File: src/rtl/instr_cache_pkg.sv
// Shared definitions for the instruction cache: FSM encoding, address
// geometry constants and the block word-select helper.
package icache_defs;

   typedef enum logic [1:0] {
      IDLE   = 2'd0,
      MEM_RD = 2'd1,
      UPDATE = 2'd2
   } state_e;

   localparam int ADDR_BITS    = 10;
   localparam int OFFSET_BITS  = 4;
   localparam int WORD_BITS    = 32;
   localparam int BLOCK_BITS   = 128;
   localparam int BLKADDR_BITS = ADDR_BITS - OFFSET_BITS;

   // Pick word 0..3 out of a 128-bit block (word k sits at bits [32k+31:32k]).
   function automatic logic [WORD_BITS-1:0] select_word(
      input logic [BLOCK_BITS-1:0] blk,
      input logic [1:0]            off
   );
      logic [WORD_BITS-1:0] w;
      case (off)
         2'd0:    w = blk[31:0];
         2'd1:    w = blk[63:32];
         2'd2:    w = blk[95:64];
         2'd3:    w = blk[127:96];
         default: w = 32'd0;
      endcase
      return w;
   endfunction

endpackage

File: src/rtl/icache_ctrl.sv
// Miss/refill sequencer: IDLE -> MEM_RD -> UPDATE, owning the registered
// memory request and the one-cycle fill strobe for the block arrays.
module icache_ctrl
   import icache_defs::*;
(
   input  logic                    clk,
   input  logic                    reset,
   input  logic                    miss,
   input  logic [BLKADDR_BITS-1:0] pc_block,
   input  logic                    mem_busywait,
   output logic                    idle,
   output logic                    fill_en,
   output logic                    mem_read,
   output logic [BLKADDR_BITS-1:0] mem_address
);

   state_e                  state_q, state_d;
   logic                    mem_read_q, mem_read_d;
   logic [BLKADDR_BITS-1:0] mem_address_q, mem_address_d;

   // Next-state and request logic; the fill strobe is suppressed under reset
   // so an aborted refill never writes a block.
   always_comb begin
      state_d       = state_q;
      mem_read_d    = mem_read_q;
      mem_address_d = mem_address_q;
      fill_en       = 1'b0;
      case (state_q)
         IDLE: begin
            if (miss) begin
               state_d       = MEM_RD;
               mem_read_d    = 1'b1;
               mem_address_d = pc_block;
            end else begin
               state_d = IDLE;
            end
         end
         MEM_RD: begin
            if (!mem_busywait) begin
               fill_en    = !reset;
               state_d    = UPDATE;
               mem_read_d = 1'b0;
            end else begin
               state_d = MEM_RD;
            end
         end
         UPDATE: begin
            state_d = IDLE;
         end
         default: begin
            state_d    = IDLE;
            mem_read_d = 1'b0;
         end
      endcase
   end

   // State and memory-request registers with synchronous reset.
   always_ff @(posedge clk) begin
      if (reset) begin
         state_q       <= IDLE;
         mem_read_q    <= 1'b0;
         mem_address_q <= {BLKADDR_BITS{1'b0}};
      end else begin
         state_q       <= state_d;
         mem_read_q    <= mem_read_d;
         mem_address_q <= mem_address_d;
      end
   end

   assign idle        = (state_q == IDLE);
   assign mem_read    = mem_read_q;
   assign mem_address = mem_address_q;

endmodule

File: src/rtl/instr_cache.sv
// Direct-mapped read-only instruction cache: valid/tag/data arrays, hit
// compare and word mux; refills are sequenced by icache_ctrl.
module instr_cache
   import icache_defs::*;
#(
   parameter int INDEX_BITS = 3
) (
   input  logic                    CLK,
   input  logic                    RESET,
   input  logic [31:0]             PC,
   output logic [31:0]             INSTRUCTION,
   output logic                    BUSYWAIT,
   output logic                    MEM_READ,
   output logic [5:0]              MEM_ADDRESS,
   input  logic [127:0]            MEM_READDATA,
   input  logic                    MEM_BUSYWAIT
);

   localparam int NUM_BLOCKS = 1 << INDEX_BITS;
   localparam int TAG_BITS   = BLKADDR_BITS - INDEX_BITS;

   logic [NUM_BLOCKS-1:0] valid_q, valid_d;
   logic [TAG_BITS-1:0]   tag_q  [NUM_BLOCKS];
   logic [TAG_BITS-1:0]   tag_d  [NUM_BLOCKS];
   logic [BLOCK_BITS-1:0] data_q [NUM_BLOCKS];
   logic [BLOCK_BITS-1:0] data_d [NUM_BLOCKS];

   logic [BLKADDR_BITS-1:0] pc_block_s;
   logic [INDEX_BITS-1:0]   index_s, fill_index_s;
   logic [TAG_BITS-1:0]     tag_s, fill_tag_s;
   logic [1:0]              offset_s;
   logic                    lookup_hit_s, hit_s, idle_s, fill_en_s;
   logic                    unused_pc_s;

   assign pc_block_s  = PC[ADDR_BITS-1:OFFSET_BITS];
   assign index_s     = pc_block_s[INDEX_BITS-1:0];
   assign tag_s       = pc_block_s[BLKADDR_BITS-1:INDEX_BITS];
   assign offset_s    = PC[OFFSET_BITS-1:2];
   assign unused_pc_s = ^{PC[31:ADDR_BITS], PC[1:0]};

   // Refill target comes from the registered request, never the live PC.
   assign fill_index_s = MEM_ADDRESS[INDEX_BITS-1:0];
   assign fill_tag_s   = MEM_ADDRESS[BLKADDR_BITS-1:INDEX_BITS];

   assign lookup_hit_s = valid_q[index_s] && (tag_q[index_s] == tag_s);
   assign hit_s        = !RESET && idle_s && lookup_hit_s;
   assign BUSYWAIT     = !hit_s && !RESET;
   assign INSTRUCTION  = hit_s ? select_word(data_q[index_s], offset_s) : 32'd0;

   icache_ctrl u_ctrl (
      .clk          (CLK),
      .reset        (RESET),
      .miss         (!lookup_hit_s),
      .pc_block     (pc_block_s),
      .mem_busywait (MEM_BUSYWAIT),
      .idle         (idle_s),
      .fill_en      (fill_en_s),
      .mem_read     (MEM_READ),
      .mem_address  (MEM_ADDRESS)
   );

   // Block update: a fill overwrites the resident block unconditionally.
   always_comb begin
      valid_d = valid_q;
      tag_d   = tag_q;
      data_d  = data_q;
      if (fill_en_s) begin
         valid_d[fill_index_s] = 1'b1;
         tag_d[fill_index_s]   = fill_tag_s;
         data_d[fill_index_s]  = MEM_READDATA;
      end else begin
         valid_d = valid_q;
      end
   end

   // Valid bits are cleared by reset; tag and data need no reset.
   always_ff @(posedge CLK) begin
      if (RESET) begin
         valid_q <= {NUM_BLOCKS{1'b0}};
      end else begin
         valid_q <= valid_d;
      end
   end

   // Tag and data storage.
   always_ff @(posedge CLK) begin
      tag_q  <= tag_d;
      data_q <= data_d;
   end

endmodule
File: config.mk
export PLATFORM = sky130hd
export DESIGN_NAME = instr_cache
export DESIGN_NICKNAME = d
export VERILOG_FILES = /design/src/rtl/instr_cache_pkg.sv /design/src/rtl/icache_ctrl.sv /design/src/rtl/instr_cache.sv
export SDC_FILE = /design/constraint.sdc
export NUM_CORES = 1
export LEC_CHECK = 0
export BUFFER_PORTS_ARGS = -buffer_cell sky130_fd_sc_hd__buf_4
export CORE_ASPECT_RATIO = 1.5
export CORE_MARGIN = 2
export CORE_UTILIZATION = 31
export CTS_BUF_LIST = sky130_fd_sc_hd__clkbuf_8
export CTS_CLUSTER_SIZE = 24
export DETAILED_ROUTE_END_ITERATION = 16
export GPL_TIMING_DRIVEN = 0
export PLACE_DENSITY_LB_ADDON = 0.2
export SLEW_MARGIN = 20
export SYNTH_ARGS = -nofsm -noshare
export SYNTH_HDL_FRONTEND = slang
export SYNTH_HIERARCHICAL = 1
export SYNTH_SLANG_ARGS = --single-unit
File: constraint.sdc
create_clock -name CLK -period 31.5 [get_ports CLK]
set_clock_uncertainty 0.2 [all_clocks]
set_input_delay 1.575 -clock CLK [delete_from_list [all_inputs] [get_ports CLK]]
set_output_delay 1.575 -clock CLK [all_outputs]
set_load 0.01 [all_outputs]
==> run metrics, run 1 <==
Cell Pwr Density=56.9 nW/µm²; First-pass DRT Iterations=5; all-layer global routing usage=17.9%; I/O Buffers=177; Top delay family on crit path=buffers and inverters; wire per inst=28.9 µm; drt initial violations=1608; Clock Power Share=37.8%; Final Max Slew Viols=0; setup slack at placement=24430 ps; CP Max Fanout=10; fill cell count=12100; cts hold-fix bufs=0; DRC=0; CP peak stage delay=850 ps; row count=163; die area=136000 µm²; Final #Nets=2504; fin crit share=22.5%; Die X=301 µm; Peak supply drop=29.9 µV; core area=132000 µm²; Syn. warnings=6; vias=21000; Initial Util=31.2%; total grt overflow=0; worst setup path class=primary input to output pin; post-route ant nets=0; crit path cell chain=buf_4 > buf_4 > buf_2 > clkbuf_1 > clkbuf_1 > a211oi_1 > o22ai_1 > o221ai_1 > nor2_1 > buf_4; Setup violations, final=0; HP Class=register to register; CTS Buf Count=156; worst-case clock buffer depth=3; top cells by area, synth=edfxtp_1, mux4_2, mux2i_1; drt via density=5.00; layout cells sized above 1=31.7%; die height=450 µm; vias in the first global route=22300; Crit path required time=29730 ps; endpoints failing hold=0; CP arrival=5300 ps; reg2reg setup slack=27650 ps; worst-margin pin slew=1130 ps; first-pass GRT wire length=170000 µm; worst setup margin=24420 ps; # IOs=203; CTS root buf=clkbuf_8; dpl cell area=46200 µm²; Area Growth Syn to Fin=19.4%; most frequent cells in the layout=edfxtp_1, buf_4, mux4_2, clkbuf_8, mux2i_1; CTS HTree Levels=4; Cells after Synth=1908; RSZ-0062 raised after global routing=false; Pwr Total=0.00279 W; crit-path most repeated cell=buf_4; multi-input combinational cell area=8530 µm²; sw frac=22.8%; design area=49100 µm²; total negative slack=0 ps; Max transition margin=24.9%; Yosys top cell area share=76.6%; pin count of the biggest net entering global routing=20; WP buf/inv=6; post-CTS setup buffer count=0; DP HPWL=84700 µm; total wire length=121000 µm; sw power=0.000637 W; post-CTS sizing=0; Yosys cell types=51; worst hold slack=277 ps; Synth Cell Area=41100 µm²; Mapped Nets=2071; Leak=16.1 nW; achievable frequency=141 MHz; Reg clk slew, reported paths=60 ps; Power Internal=0.00216 W; Critical Path Source Type=primary input; initial antenna violation count=32; register bit total from synthesis=1065; Seq pwr share=56.2%; CTS tree=built; Sink Count=1065; Tmin final=7080 ps; register area share after synthesis=77.4%; Avg Cell Area, Syn=21.5 µm²; Final Wtd Congestion=0.764; element type at the critical path end=output pin; cell taking the most area after synthesis=edfxtp_1; critical path's slowest cell=clkbuf_1; status=finished clean; Clk Latency, worst-skew pair=840 ps; Logic pwr share=6.0%; most common cell after layout, fill and taps aside=edfxtp_1; maxcap violations=0; register area=31800 µm²
[worst reg2reg max path, cell delays in order (launching register included)]
cell and delay (ps):
dfxtp_1 440, inv_1 110, nor4_1 390, nand2b_1 300, nor3_2 570, buf_4 280, buf_4 210, buf_6 170
buf_4 180, buf_4 190, buf_4 200, buf_6 160, buf_6 150
[synthesized netlist by cell type, drive strengths merged]
library cell and instances:
a211oi 24, a21oi 19, a221oi 6, a22o 1, a22oi 56, a31oi 2
a32o 4, a32oi 13, a41oi 1, and2 4, and2b 2, and3 4
buf 84, clkbuf 22, dfxtp 17, edfxtp 1048, inv 1, mux2 3
mux2i 138, mux4 204, nand2 53, nand2b 21, nand3 20, nand4 11
nor2 49, nor2b 4, nor3 21, nor3b 1, nor4 2, o211a 4
o21a 2, o21ai 3, o221a 1, o221ai 13, o22a 2, o22ai 46
or3 1, xor2 1
[metrics by stage]
step                cells  utilization (%)
global placement     3817             33.9
CTS                  4193             37.3
floorplan            1908                -
detailed placement   3915             35.1
finish               4198             37.3
global route         4198             37.3
[state kept, by name (all words and copies together), names as in the netlist]
register	flops
data_q	1024
tag_q	24
u_ctrl/mem_address	6
valid_q	8
u_ctrl/state_q	2
u_ctrl/mem_read	1
[final cells by class]
class,count,share of cell area (%)
clock inverters,114,1.26
repair buffers,275,5.82
clock buffers,164,4.60
well taps,1732,4.42
multi-input cells,736,17.4
flip-flops and latches,1065,64.8
diodes,5,0.0255
plain buffers,106,1.67
inverters,1,0.00765
[power by group through the flow]
stage	Clock [W]	Sequential [W]	Combinational (W)
6_report	0.00105	0.00157	0.000167
3_5_place_dp	0	0.00160	0.000171
5_1_grt	0.00114	0.00157	0.000178
2_1_floorplan	0	0.00160	0.0000844
3_3_place_gp	0	0.00161	0.000162
4_1_cts	0.00108	0.00157	0.000171
[logic make-up after synthesis]
group                     share of synthesized area [%]
xor gates and xnor gates                         0.0213
muxes                                              14.7
buffers and inverters                              1.99
DFF                                                77.4
AOI/OAI and AO/OA                                  3.66
and+or+nand+nor                                    2.25
[path summary, 6_finish.rpt]
path                                  endpoint  depth (start not counted)         startpoint
worst max-delay path            INSTRUCTION[9]                         10              PC[6]
worst min-delay path                valid_q[6]                          2         valid_q[6]
worst max register to register     data_q[915]                         12  u_ctrl/state_q[0]
worst min register to register      valid_q[6]                          2         valid_q[6]
[layer usage]
metal / GRT usage (%) / share of wire (%) / up-vias / wire length, µm
li1: - / - / 8952 / -
met3: 4.63 / 5.7 / 231 / 6890
met2: 31.8 / 53 / 592 / 64400
met5: 0 / 0.25 / - / 302
met1: 20.7 / 38 / 11200 / 45800
met4: 6.60 / 3.3 / 44 / 4010
Note: power is estimated with default switching activity, not from simulation.
==> run 2, diff against run 1 <==
clock period = 6.23 ns   (was 31.5 ns; I/O delays follow)
==> run 2 against run 1 <==
Against the previous run:
- sequential power grew to 5.1 times the previous value
- sequential cell count stayed put
- cell count rose by 4.2%
- critical path depth is 1 higher
- first-iteration DRC count rose by 5.4%
- clock power rose to 5.0 times the previous value
- cell area grew 4.0%
- power rose to 5.1 times the previous value
- count of clock-buffer cells in the layout is 3 higher
- utilization rose by 1.5 points
- die area stayed put
==> run metrics, run 2 (same netlist as run 1, synthesis figures left out) <==
status=finished clean; multi-input combinational cell area=8540 µm²; Setup violations, final=0; all-layer global routing usage=18.2%; biggest regs=data_q (1024), tag_q (24), valid_q (8); achievable frequency=205 MHz; CTS tree=built; Final Max Slew Viols=0; Reg clk slew, reported paths=70 ps; hold path cells=2; initial antenna violation count=24; Leak=16.9 nW; Critical Path Source Type=primary input; DP HPWL=85000 µm; hold endpoint=data_q[896]; Initial Util=31.2%; fin cells=4374; maxcap violations=0; cts hold-fix bufs=193; vias=21700; post-CTS setup buffer count=0; max reg flops=1024; Max transition margin=22.5%; reg2reg start=u_ctrl/state_q[0]; drt via density=4.96; CP Max Fanout=10; pin count of the biggest net entering global routing=19; dpl cell area=46200 µm²; register area=31800 µm²; CTS HTree Levels=4; FF-to-FF End=data_q[521]; vias in the first global route=23600; fin crit share=78.2%; element type at the critical path end=output pin; Die X=301 µm; Sink Count=1065; core area=132000 µm²; row count=163; design area=51000 µm²; Tmin final=4870 ps; Cell Pwr Density=278 nW/µm²; post-route ant nets=0; critical path's slowest cell=clkbuf_1; die area=136000 µm²; total grt overflow=0; CTS root buf=clkbuf_8; DRC=0; fill cell count=11900; First-pass DRT Iterations=5; drt initial violations=1695; Area Growth Syn to Fin=24.2%; worst setup path class=primary input to output pin; worst-margin pin slew=1160 ps; most common cell after layout, fill and taps aside=edfxtp_1; Crit path required time=5720 ps; reg2reg setup slack=2810 ps; # IOs=203; die height=450 µm; crit path cell chain=dlygate4sd3_1 > buf_4 > buf_4 > buf_2 > clkbuf_1 > clkbuf_1 > a211oi_1 > o22ai_1 > o221ai_1 > nor2_1 > buf_4; Clk Latency, worst-skew pair=840 ps; wire per inst=28.1 µm; HP Class=primary input to register; worst-case clock buffer depth=3; CP peak stage delay=820 ps; layout cells sized above 1=28.7%; most frequent cells in the layout=edfxtp_1, mux4_2, dlygate4sd3_1, buf_4, clkbuf_8; RSZ-0062 raised after global routing=false; post-CTS sizing=0; endpoints failing hold=0; CTS Buf Count=158; Final Wtd Congestion=0.751; CP arrival=4360 ps; hold path startpoint=MEM_READDATA[0]; crit-path most repeated cell=buf_4; total wire length=123000 µm; Final #Nets=2679; worst hold slack=78.3 ps; I/O Buffers=177; Top reg by flops=data_q; Peak supply drop=166 µV; first-pass GRT wire length=174000 µm; R2R depth=8; DP Cell Count=3895
[run 2: cell count changes in the layout (fill, tap and decap cells not counted), sizes merged]
cell,previous run,this run
dlygate4sd3,0,193
inv,48,45
clkinvlp,5,7
bufinv,5,4
diode,5,12
clkbuf,186,189
clkinv,57,52
buf,359,339
[run 2: critical path: cells and delay by family]
kind,cells,cell delay (ps)
buffers and inverters,7,2830
AOI/OAI and AO/OA,3,910
and+or+nand+nor,1,270
[run 2: metal layers]
layer | global-route usage [%] | vias up | routed length [µm]
met5 | 0 | - | 132
li1 | - | 9327 | -
met2 | 33.4 | 613 | 66500
met4 | 7.22 | 20 | 4710
met3 | 3.73 | 207 | 5600
met1 | 20.4 | 11500 | 46000
[run 2: worst max path at each step]
stage	from	end	slack, ps	depth (start not counted)
global placement	u_ctrl/state_q[0]	data_q[150]	-8430	4
CTS	PC[5]	INSTRUCTION[29]	1230	11
global route	PC[6]	INSTRUCTION[6]	1210	11
detailed placement	PC[5]	INSTRUCTION[29]	1800	10
floorplan	u_ctrl/state_q[0]	data_q[512]	-1080	4
finish	PC[6]	INSTRUCTION[6]	1360	11
[run 2: area by class of cell]
cell class,instances,share of cell area [%]
diodes,12,0.0588
flip-flops and latches,1065,62.3
clock buffers,167,4.50
repair buffers,448,9.46
multi-input cells,736,16.7
well taps,1732,4.25
inverters,1,0.00735
clock inverters,107,1.07
plain buffers,106,1.60
[run 2: where the power goes]
group | switching [W] | internal (W)
clock | 0.00266 | 0.00263
sequential | 0.0000191 | 0.00792
combinational | 0.000549 | 0.000416
total | 0.00323 | 0.0110
[run 2: stage by stage]
stage	util, %	setup WS [ps]	TNS, ps	power (W)
after global routing	38.8	1210	0	0.0147
final	38.8	1360	0	0.0142
after detailed placement	35.1	1800	0	0.00896
after CTS	38.8	1230	0	0.0144
after global placement	33.9	-8430	-8471070	0.00894
after floorplan	-	-1080	-1004390	0.00853
